--- config.mk ---
export PLATFORM = sky130hd
export DESIGN_NAME = multicycle_control_unit
export DESIGN_NICKNAME = d
export VERILOG_FILES = /design/src/rtl/multicycle_control_unit.sv
export SDC_FILE = /design/constraint.sdc
export NUM_CORES = 1
export LEC_CHECK = 0
export BUFFER_PORTS_ARGS = -buffer_cell sky130_fd_sc_hd__clkbuf_2
export CAP_MARGIN = 5
export CORE_ASPECT_RATIO = 0.75
export CORE_UTILIZATION = 46
export DETAILED_ROUTE_END_ITERATION = 16
export PLACE_DENSITY = 0.81
export SYNTH_ARGS = -nofsm -noshare
export SYNTH_HDL_FRONTEND = slang
export SYNTH_SLANG_ARGS = --single-unit
--- constraint.sdc ---
create_clock -name clk -period 2 [get_ports clk]
set_clock_uncertainty 0.05 [all_clocks]
set_input_delay 0.3 -clock clk [delete_from_list [all_inputs] [get_ports clk]]
set_output_delay 0.3 -clock clk [all_outputs]
set_load 0.02 [all_outputs]
--- src/rtl/multicycle_control_unit.sv ---
// Multi-cycle instruction sequencer: FETCH/DECODE/EXEC/MEM/WB with memory
// ready handshake, halt on stop/illegal opcodes and a saturating retire count.
//
// state  | meaning
// FETCH  | read instruction, wait for mem_ready, load IR and bump PC
// DECODE | latch opcode, pick next phase or halt
// EXEC   | drive ALU controls; branches/jmp finish here
// MEM    | ldw/stw memory access, wait for mem_ready
// WB     | register file write
// HALT   | stopped until rst
module multicycle_control_unit #(
  parameter int OPCODE_W = 4,
  parameter int ALUOP_W  = 2,
  parameter int CNT_W    = 16
) (
  input  logic                clk,
  input  logic                rst,
  input  logic [OPCODE_W-1:0] opcode,
  input  logic                mem_ready,
  output logic                pc_write,
  output logic                ir_write,
  output logic [ALUOP_W-1:0]  alu_op,
  output logic                alu_src,
  output logic                branch,
  output logic                mem_read,
  output logic                mem_write,
  output logic                mem2reg,
  output logic                reg_write,
  output logic                halted,
  output logic                illegal,
  output logic [2:0]          state,
  output logic [CNT_W-1:0]    retired
);

  typedef enum logic [2:0] {
    S_FETCH  = 3'd0,
    S_DECODE = 3'd1,
    S_EXEC   = 3'd2,
    S_MEM    = 3'd3,
    S_WB     = 3'd4,
    S_HALT   = 3'd5
  } state_t;

  localparam logic [3:0] OP_LDW  = 4'b0100;
  localparam logic [3:0] OP_STW  = 4'b0101;
  localparam logic [3:0] OP_STOP = 4'b1111;

  state_t     cur, nxt;
  logic [3:0] op_q;
  logic       retire;
  logic       upper_nz;

  // Any opcode bit above the decoded nibble makes the instruction illegal.
  if (OPCODE_W > 4) begin : g_upper
    assign upper_nz = |opcode[OPCODE_W-1:4];
  end else begin : g_no_upper
    assign upper_nz = 1'b0;
  end

  assign state  = cur;
  assign halted = (cur == S_HALT);

  // State, latched opcode, sticky illegal flag and saturating retire counter.
  always_ff @(posedge clk) begin
    if (rst) begin
      cur     <= S_FETCH;
      op_q    <= 4'd0;
      illegal <= 1'b0;
      retired <= '0;
    end else begin
      cur <= nxt;
      if (cur == S_DECODE) begin
        op_q <= opcode[3:0];
        if (upper_nz) illegal <= 1'b1;
      end
      if (retire && (retired != {CNT_W{1'b1}})) retired <= retired + CNT_W'(1);
    end
  end

  // Next state and per-phase strobes; everything is forced quiet while rst is high.
  always_comb begin
    nxt       = cur;
    retire    = 1'b0;
    pc_write  = 1'b0;
    ir_write  = 1'b0;
    alu_op    = '0;
    alu_src   = 1'b0;
    branch    = 1'b0;
    mem_read  = 1'b0;
    mem_write = 1'b0;
    mem2reg   = 1'b0;
    reg_write = 1'b0;
    case (cur)
      S_FETCH: begin
        mem_read = 1'b1;
        if (mem_ready) begin
          ir_write = 1'b1;
          pc_write = 1'b1;
          nxt      = S_DECODE;
        end
      end
      S_DECODE: begin
        if (upper_nz || (opcode[3:0] == OP_STOP)) nxt = S_HALT;
        else                                      nxt = S_EXEC;
      end
      S_EXEC: begin
        case (op_q)
          4'd0, 4'd1, 4'd2, 4'd3: begin
            alu_op = ALUOP_W'(op_q[1:0]);
            nxt    = S_WB;
          end
          OP_LDW, OP_STW: begin
            alu_src = 1'b1;
            nxt     = S_MEM;
          end
          4'd6, 4'd7: begin
            alu_src = 1'b1;
            nxt     = S_WB;
          end
          4'd8, 4'd9, 4'd10, 4'd11, 4'd12, 4'd13: begin
            alu_op = ALUOP_W'(1);
            branch = 1'b1;
            nxt    = S_FETCH;
            retire = 1'b1;
          end
          4'd14: begin
            branch = 1'b1;
            nxt    = S_FETCH;
            retire = 1'b1;
          end
          default: nxt = S_HALT;
        endcase
      end
      S_MEM: begin
        alu_src = 1'b1;
        if (op_q == OP_STW) mem_write = 1'b1;
        else                mem_read  = 1'b1;
        if (mem_ready) begin
          if (op_q == OP_STW) begin
            nxt    = S_FETCH;
            retire = 1'b1;
          end else begin
            nxt = S_WB;
          end
        end
      end
      S_WB: begin
        reg_write = 1'b1;
        mem2reg   = (op_q == OP_LDW);
        nxt       = S_FETCH;
        retire    = 1'b1;
      end
      S_HALT: nxt = S_HALT;
      default: nxt = S_FETCH;
    endcase
    if (rst) begin
      retire    = 1'b0;
      pc_write  = 1'b0;
      ir_write  = 1'b0;
      alu_op    = '0;
      alu_src   = 1'b0;
      branch    = 1'b0;
      mem_read  = 1'b0;
      mem_write = 1'b0;
      mem2reg   = 1'b0;
      reg_write = 1'b0;
    end
  end

endmodule

==> key figures, run 1 <==
Floorplan
  • Total core area: 2740 um2
  • Num ports: 38
  • Die X-Extent: 65.4 um
  • Rows: 16
  • Starting Density: 50.6%
  • Die height: 49.6 um
  • Die area: 3250 um2

Drt
  • Post-route antenna net violation count: 0
  • Vias per Instance: 5.77
  • First drt pass iteration count: 4
  • DRC Markers: 0
  • Wirelength, routed: 3670 um
  • Starting DRC count in detailed routing: 90
  • Total number of vias: 1512
  • Routed len/inst: 14.0 um

GRT
  • Vias in the first global route: 1269
  • Total congestion overflow: 0
  • Antenna violations before repair: 0
  • First-pass GRT wire length: 6040 um
  • GRT Overall Usage: 23.3%
  • Largest net degree at the start of global routing: 21

Synth
  • Synth Area in XOR/XNOR: 0%
  • Post-synthesis sequential area ratio: 33.2%
  • Post-Synth Simple-Gate Area: 33.0%
  • Cells after Synth: 179
  • Post-synthesis mux area share: 2.25%
  • Syn Area/Cell: 7.76 um2
  • Mapped Nets: 187
  • Post-Synth Adder-Cell Area: 0.901%
  • Leading area contributor after synthesis: dfxtp_1
  • Synth Area in Compound Gates: 23.2%
  • Main combinational cell family by area after synthesis: simple AND/OR/NAND/NOR gates
  • Synth Cell Area: 1390 um2
  • FFs w/ async S/R, synth: 0%
  • Flops & latches, synth: 23
  • Synth top cells by count: dfxtp_1 (23), a21oi_1 (18), nand2_1 (17), nor2_1 (12)
  • Synth top area share: 33.2%
  • Number of flops mapped to enable cells by yosys: 0
  • Netlist cell types: 45
  • Top-count cell post-synth: dfxtp_1
  • Warnings, synthesis: 0
  • Most used DFF post-synth: dfxtp_1
  • Top cells by area, synth: dfxtp_1 (33%), a21oi_1 (6.5%), nand2_1 (4.6%)

Run
  • Max-cap viol count: 0

Worst setup path
  • Critical path type: register to register
  • R2R depth: 6
  • Worst r2r src: op_q[1]
  • CP max FO: 8
  • Crit-path cells: and4bb_1 > nand4_1 > and3_4 > buf_4 > or4_1 > a21oi_1
  • Highest-delay cell along the critical path: or4_1
  • Reg2reg end: retired[14]
  • Flop-to-flop setup slack: 0.1 ns
  • Max incr delay on CP: 0.49 ns
  • Crit. End Element: register
  • CP Data Required Time: 2.15 ns
  • Startpoint Class: register
  • Critical Path AT: 2.05 ns
  • Crit. Startpoint: op_q[1]

Clocking
  • Post-CTS resize count: 0
  • Post-CTS Hold Buffers: 0
  • CTS H-tree depth: 1
  • Setup Fix Bufs, Post-CTS: 0
  • Clock Path Buffers: 2
  • CTS root buffer: clkbuf_8
  • CTS tree: yes
  • TritonCTS Sinks: 23
  • Cts bufs inserted: 3
  • Clk_lat worst skew: 0.27 ns
  • Clock transition at path regs: 0.08 ns

Min path
  • Hold Path Depth: 3
  • HP Start: opcode[0]
  • Hold endpoint: op_q[0]
  • Tightest Hold Check Type: input pin to register

Cells and area
  • Ant diodes: 0
  • Fill cells: 244
  • Layout cells sized above 1: 29.6%
  • Final std cells w/o fill: 262
  • Register area: 463 um2
  • P&R area growth vs syn: 26.9%
  • Fin nets: 235
  • Final core occ: 64.3%
  • Multi-input gate area: 842 um2

Place
  • Pre-CTS WS: 0.113 ns
  • # port buffers: 36
  • Placed insts: 258
  • Hpwl dp: 2690 um
  • GP Congestion: 0.855

STA
  • Hold Vio Cnt, Final: 0
  • Final Cycle Share: 95.2%
  • Final worst slack: 0.0965 ns
  • Final setup fails: 0
  • Smallest hold slack: 0.219 ns
  • FMAX: 525 MHz
  • Clock period minus worst slack: 1.90 ns
  • Fin. max-slew vios: 0

Outcome
  • Outcome: finished clean

Pwr
  • Static leakage: 0.000709 uW
  • Worst IR Drop VDD: 0.000311 V
  • Pwr dens: 532 nW/um2
cell type report:
cell class | instances | area share (%)
Inverter | 5 | 1.06
Clock buffer | 4 | 2.56
Sequential cell | 23 | 26.3
Tap cell | 36 | 2.56
Timing Repair Buffer | 58 | 19.8
Multi-Input combinational cell | 136 | 47.8
power by group:
group	switching (uW)	internal, uW	total [uW]
Clock	149	142	292
Combinational	97.9	66.3	164
Sequential	12.2	469	482
Total	259	678	937
sequential cells by signal (all words and copies together), names as in the netlist:
name	count
retired	16
op_q	4
state	3
layer usage:
layer | global-route usage (%) | routed length [um]
met3 | 5.56 | 226
met4 | 1.45 | 0
met1 | 38.3 | 1940
met5 | 0 | 0
met2 | 30.8 | 1500
cell families after synthesis:
| kind of cell | count (synthesis) |
|---|---|
| buffers and inverters | 20 |
| flip-flops | 23 |
| multiplexers | 3 |
| AO/OA/AOI/OAI | 50 |
| adder cells (fa/ha/maj) | 1 |
| AND/OR/NAND/NOR | 81 |
| other | 1 |
how the worst max path moves through the flow:
| stage | slack, ns | endpoint | cells after the start |
|---|---|---|---|
| 6_report | 0.1 | retired[14] | 6 |
| 5_1_grt | -0.02 | retired[3] | 6 |
| 4_1_cts | 0.05 | alu_op[1] | 5 |
| 3_5_place_dp | 0.11 | retired[11] | 6 |
| 3_3_place_gp | 0.15 | retired[3] | 6 |
| 2_1_floorplan | 0.06 | retired[9] | 7 |
critical path: cells and delay by family (launching register included):
kind / cells / cell delay [ns]
and+or+nand+nor: 4 / 1.12
DFF: 1 / 0.35
AOI/OAI and AO/OA: 1 / 0.16
buffers and inverters: 1 / 0.15
metrics by stage:
stage               total power (uW)  instance area (um2)  setup TNS (ns)
floorplan                        599                 1390               0
global placement                 651                 1700               0
detailed placement               651                 1700               0
CTS                              934                 1740               0
global route                     982                 1760         -0.0170
finish                           937                 1760               0
placed cells by master, fill, tap and decap left out, types with 3 or more instances in the layout:
cell	instances
nand2_1	17
o41ai_1	3
dfxtp_1	21
or3_1	3
buf_4	21
nand3_1	8
inv_1	5
nor2_1	11
nand4_1	7
nor4_1	4
clkbuf_2	36
o21ai_0	8
clkbuf_8	3
or4_1	8
a21oi_1	18
and3_1	6
nor2b_1	3
o31ai_1	7
No activity file was read; power rests on OpenSTA's default activity.
==> inputs of run 2 (changes only) <==
--- a/config.mk
+++ b/config.mk
@@ -10,7 +10,7 @@
 export CORE_ASPECT_RATIO = 0.75
 export CORE_UTILIZATION = 46
 export DETAILED_ROUTE_END_ITERATION = 16
-export PLACE_DENSITY = 0.81
+export PLACE_DENSITY = 0.74
 export SYNTH_ARGS = -nofsm -noshare
 export SYNTH_HDL_FRONTEND = slang
 export SYNTH_SLANG_ARGS = --single-unit
==> key figures, run 2 (synthesis gave the netlist of run 1 again) <==
Outcome
  • Outcome: finished, violations left
  • Failing checks: setup timing

GRT
  • GR peak layer: met1
  • Routing usage on met1: 39.8%
  • Met3 GRT Util: 6.02%
  • Largest net degree at the start of global routing: 19
  • Antenna violations before repair: 0
  • Vias in the first global route: 1411
  • Total congestion overflow: 0
  • GRT Overall Usage: 27.2%
  • First-pass GRT wire length: 6760 um
  • Met2 Resource Use GR: 38.8%

Pwr
  • Worst IR Drop VDD: 0.000417 V
  • Static leakage: 0.000721 uW
  • Pwr dens: 536 nW/um2
  • Psw: 274 uW
  • Final Power: 955 uW
  • P_int: 681 uW
  • Logic pwr share: 18.2%
  • Sequential share of power: 50.5%
  • Power share of the clock group: 31.2%
  • Switching share of power: 28.7%

STA
  • Final worst slack: -0.00754 ns
  • Setup_tns: -0.00754 ns
  • Hold Vio Cnt, Final: 0
  • RSZ-0062 raised after global routing: yes
  • Clock period minus worst slack: 2.01 ns
  • FMAX: 498 MHz
  • Smallest hold slack: 0.215 ns
  • Final Cycle Share: 100%
  • Final setup fails: 1
  • Fin. max-slew vios: 0

Drt
  • Total number of vias: 1613
  • Starting DRC count in detailed routing: 152
  • DRC Markers: 0
  • Post-route antenna net violation count: 0
  • Routed len/inst: 16.0 um
  • Wirelength, routed: 4200 um
  • First drt pass iteration count: 5
  • Vias per Instance: 6.13

Clocking
  • CTS tree: yes
  • CTS root buffer: clkbuf_8
  • Clock transition at path regs: 0.08 ns
  • Clk_lat worst skew: 0.27 ns
  • TritonCTS Sinks: 23
  • CTS H-tree depth: 1
  • Cts bufs inserted: 3
  • Clock Path Buffers: 2

Worst setup path
  • Crit. End Element: register
  • Critical Path AT: 2.15 ns
  • Crit path max-delay family: simple AND/OR/NAND/NOR gates
  • CP Data Required Time: 2.15 ns
  • CP max FO: 18
  • Startpoint Class: register
  • CP bufs+invs: 1
  • Critical path type: register to register
  • Crit-path cells: and4bb_1 > nand4_1 > and3_4 > buf_12 > or4_1 > a21oi_1
  • Max incr delay on CP: 0.52 ns
  • Highest-delay cell along the critical path: or4_1
  • Flop-to-flop setup slack: -0.008 ns

Cells and area
  • Layout cells sized above 1: 30.0%
  • Multi-input gate area: 845 um2
  • Number of flip-flops in the largest register: 16
  • Fill cells: 240
  • Fin nets: 236
  • Commonest non-fill, non-tap cell in the layout: clkbuf_2
  • Most flop-heavy register: retired
  • P&R area growth vs syn: 28.3%
  • Post-Layout Inst Area: 1780 um2
  • Final std cells w/o fill: 263
  • Ant diodes: 0
  • Register area: 463 um2
  • Commonest non-fill, non-tap cells in the layout: clkbuf_2 (36), buf_4 (22), dfxtp_1 (21)

Place
  • Hpwl dp: 3130 um
  • Placed insts: 258
  • GP Congestion: 0.927
  • DP Area: 1710 um2
  • # port buffers: 36

Floorplan
  • Total core area: 2740 um2
  • Die X-Extent: 65.4 um
  • Die area: 3250 um2
  • Starting Density: 50.6%
  • Num ports: 38
  • Rows: 16
  • Die height: 49.6 um

Min path
  • Tightest Hold Check Type: input pin to register

Run
  • Max-cap viol count: 0
## run 2: cell count changes in the layout (fill, tap and decap cells not counted), sizes merged
cell,change
buf,+1
## run 2: per-layer routing
layer | vias up | wire, um
met1 | 741 | 1880
met5 | - | 0
met4 | 0 | 53
met3 | 7 | 403
li1 | 771 | -
met2 | 94 | 1860
## run 2: layout make-up
class,instances,share of cell area [%]
multi-input cells,136,47.4
flip-flops and latches,23,26.0
repair buffers,59,20.5
clock buffers,4,2.53
well taps,36,2.53
inverters,5,1.05
## run 2: worst min-delay path, cell delays in order
cell and delay (ns):
clkbuf_2 0.09, nand2_1 0.05, a21oi_1 0.05
## run 2: per-stage QoR
stage	utilization (%)	setup slack, ns
final	65.0	-0.00754
after global routing	65.0	-0.0389
after CTS	64.0	0.00447
after detailed placement	62.4	0.0461
after global placement	62.4	0.103
after floorplan	-	0.0646
## run 2: worst paths after layout
kind	end	start	depth (start not counted)
worst max-delay path	retired[4]	op_q[1]	6
worst min-delay path	op_q[2]	opcode[2]	3
worst max register to register	retired[4]	op_q[1]	6
worst min register to register	retired[11]	retired[11]	2
## run 2: what timing repair did
action                     CTS  global route
setup buffers                0             1
hold buffers                 0             0
setup endpoints to repair    0            14
resized for setup            0             7
## run 2: power by group through the flow
stage	registers (uW)	logic [uW]	clock network (uW)
floorplan	495	105	0
global placement	491	163	0
detailed placement	492	167	0
CTS	481	168	304
global route	484	187	324
finish	483	174	298
==> inputs of run 3 (changes only) <==
==> constraint.sdc (replaced) <==
create_clock -name clk -period 2 [get_ports clk]
set_clock_uncertainty 0.05 [all_clocks]
set_input_delay 0.1 -clock clk [delete_from_list [all_inputs] [get_ports clk]]
set_output_delay 0.1 -clock clk [all_outputs]
set_load 0.02 [all_outputs]
==> key figures, run 3 (synthesis gave the netlist of run 1 again) <==
STA
  • Setup_tns: 0 ns
  • Fin. max-slew vios: 0
  • Final Cycle Share: 95.7%
  • Final setup fails: 0
  • Hold Vio Cnt, Final: 0
  • FMAX: 522 MHz
  • Clock period minus worst slack: 1.91 ns

Clocking
  • Clock Path Buffers: 2
  • Cts bufs inserted: 3
  • CTS H-tree depth: 1
  • Clk_lat worst skew: 0.27 ns
  • TritonCTS Sinks: 23
  • CTS root buffer: clkbuf_8
  • CTS tree: yes
  • Setup Fix Bufs, Post-CTS: 0
  • Clock transition at path regs: 0.07 ns

Cells and area
  • Final core occ: 64.6%
  • Layout cells sized above 1: 29.0%
  • Ant diodes: 0
  • Fill cells: 218
  • P&R area growth vs syn: 27.6%
  • Fin nets: 233
  • Commonest non-fill, non-tap cells in the layout: clkbuf_2 (36), dfxtp_1 (22), buf_4 (19)
  • Most flop-heavy register: retired
  • Commonest non-fill, non-tap cell in the layout: clkbuf_2
  • Number of flip-flops in the largest register: 16

Min path
  • HP Start: opcode[2]
  • Tightest Hold Check Type: input pin to register

Worst setup path
  • Critical path type: register to register
  • CP max FO: 6
  • Crit. End Element: register
  • Crit. Startpoint: retired[10]
  • Worst r2r src: retired[10]
  • CP Data Required Time: 2.15 ns
  • Startpoint Class: register
  • Critical Path AT: 2.06 ns

Pwr
  • Power share of the clock group: 30.8%
  • P_int: 677 uW
  • Pwr dens: 528 nW/um2
  • Static leakage: 0.000727 uW
  • Worst IR Drop VDD: 0.000314 V
  • Logic pwr share: 17.8%
  • Psw: 259 uW
  • Sequential share of power: 51.3%
  • Switching share of power: 27.6%

Drt
  • Post-route antenna net violation count: 0
  • Wirelength, routed: 3840 um
  • DRC Markers: 0
  • Vias per Instance: 5.94
  • First drt pass iteration count: 4
  • Total number of vias: 1545
  • Routed len/inst: 14.8 um
  • Starting DRC count in detailed routing: 99

Floorplan
  • Die height: 49.6 um
  • Num ports: 38
  • Die area: 3250 um2
  • Die X-Extent: 65.4 um
  • Starting Density: 50.6%
  • Rows: 16
  • Total core area: 2740 um2

GRT
  • First-pass GRT wire length: 6420 um
  • Total congestion overflow: 0
  • Antenna violations before repair: 0
  • Met3 GRT Util: 5.79%
  • GR peak layer: met2
  • Routing usage on met1: 36.8%
  • Vias in the first global route: 1388
  • Largest net degree at the start of global routing: 26
  • GRT Overall Usage: 25.1%
  • Met2 Resource Use GR: 37.5%

Place
  • Hpwl dp: 2870 um
  • GP Congestion: 0.916
  • # port buffers: 36

Outcome
  • Outcome: finished clean

Run
  • Max-cap viol count: 0
-- run 3: area by class of cell --
class | instances | area [um2] | area share [%]
timing repair buffer | 56 | 343 | 19.4
multi-input combinational | 136 | 858 | 48.4
sequential | 23 | 462 | 26.1
clock buffer | 4 | 45.0 | 2.54
inverter | 5 | 18.8 | 1.06
tap | 36 | 45.0 | 2.54
-- run 3: worst paths after layout --
kind	end	slack, ns	depth (start not counted)
hold reg to reg	retired[11]	0.46	2
hold / removal	op_q[2]	0.02	3
setup reg to reg	retired[11]	0.09	6
setup / recovery	retired[11]	0.09	6
-- run 3: routing by layer --
metal	share of wire, %	vias to the layer above	wire, um
li1	-	762	-
met1	50	721	1910
met2	43	56	1650
met3	6.4	6	246
met4	0.68	0	26
met5	0	-	0
-- run 3: worst max-delay path: stages, from the launching register on --
cell      delay [ns]
dfxtp_1         0.35
and3_1          0.24
nor4bb_4        0.19
and2_2          0.26
buf_4           0.15
or4_1           0.47
a21oi_1         0.15
-- run 3: what timing repair did --
item                                   in CTS  in global routing
endpoints found under the hold margin       0                  0
gates resized for setup                     0                  7
setup endpoints to repair                   0                  9
hold buffers                                0                  0
-- run 3: power groups by stage --
stage	clock network [uW]	logic, uW	registers [uW]
4_1_cts	295	162	480
3_3_place_gp	0	159	490
5_1_grt	325	182	482
3_5_place_dp	0	161	491
2_1_floorplan	0	105	495
6_report	288	167	480
-- run 3: stage by stage --
step           worst slack, ns  area (um2)  power [uW]  std cells  hold WS [ns]
2_1_floorplan           0.0646        1390         599        179         0.186
3_3_place_gp            0.0705        1700         649        256         0.294
3_5_place_dp            0.0416        1700         652        256         0.298
4_1_cts                 0.0103        1740         936        260        0.0144
5_1_grt               -0.00808        1770         990        260        0.0259
6_report                0.0851        1770         935        260        0.0168
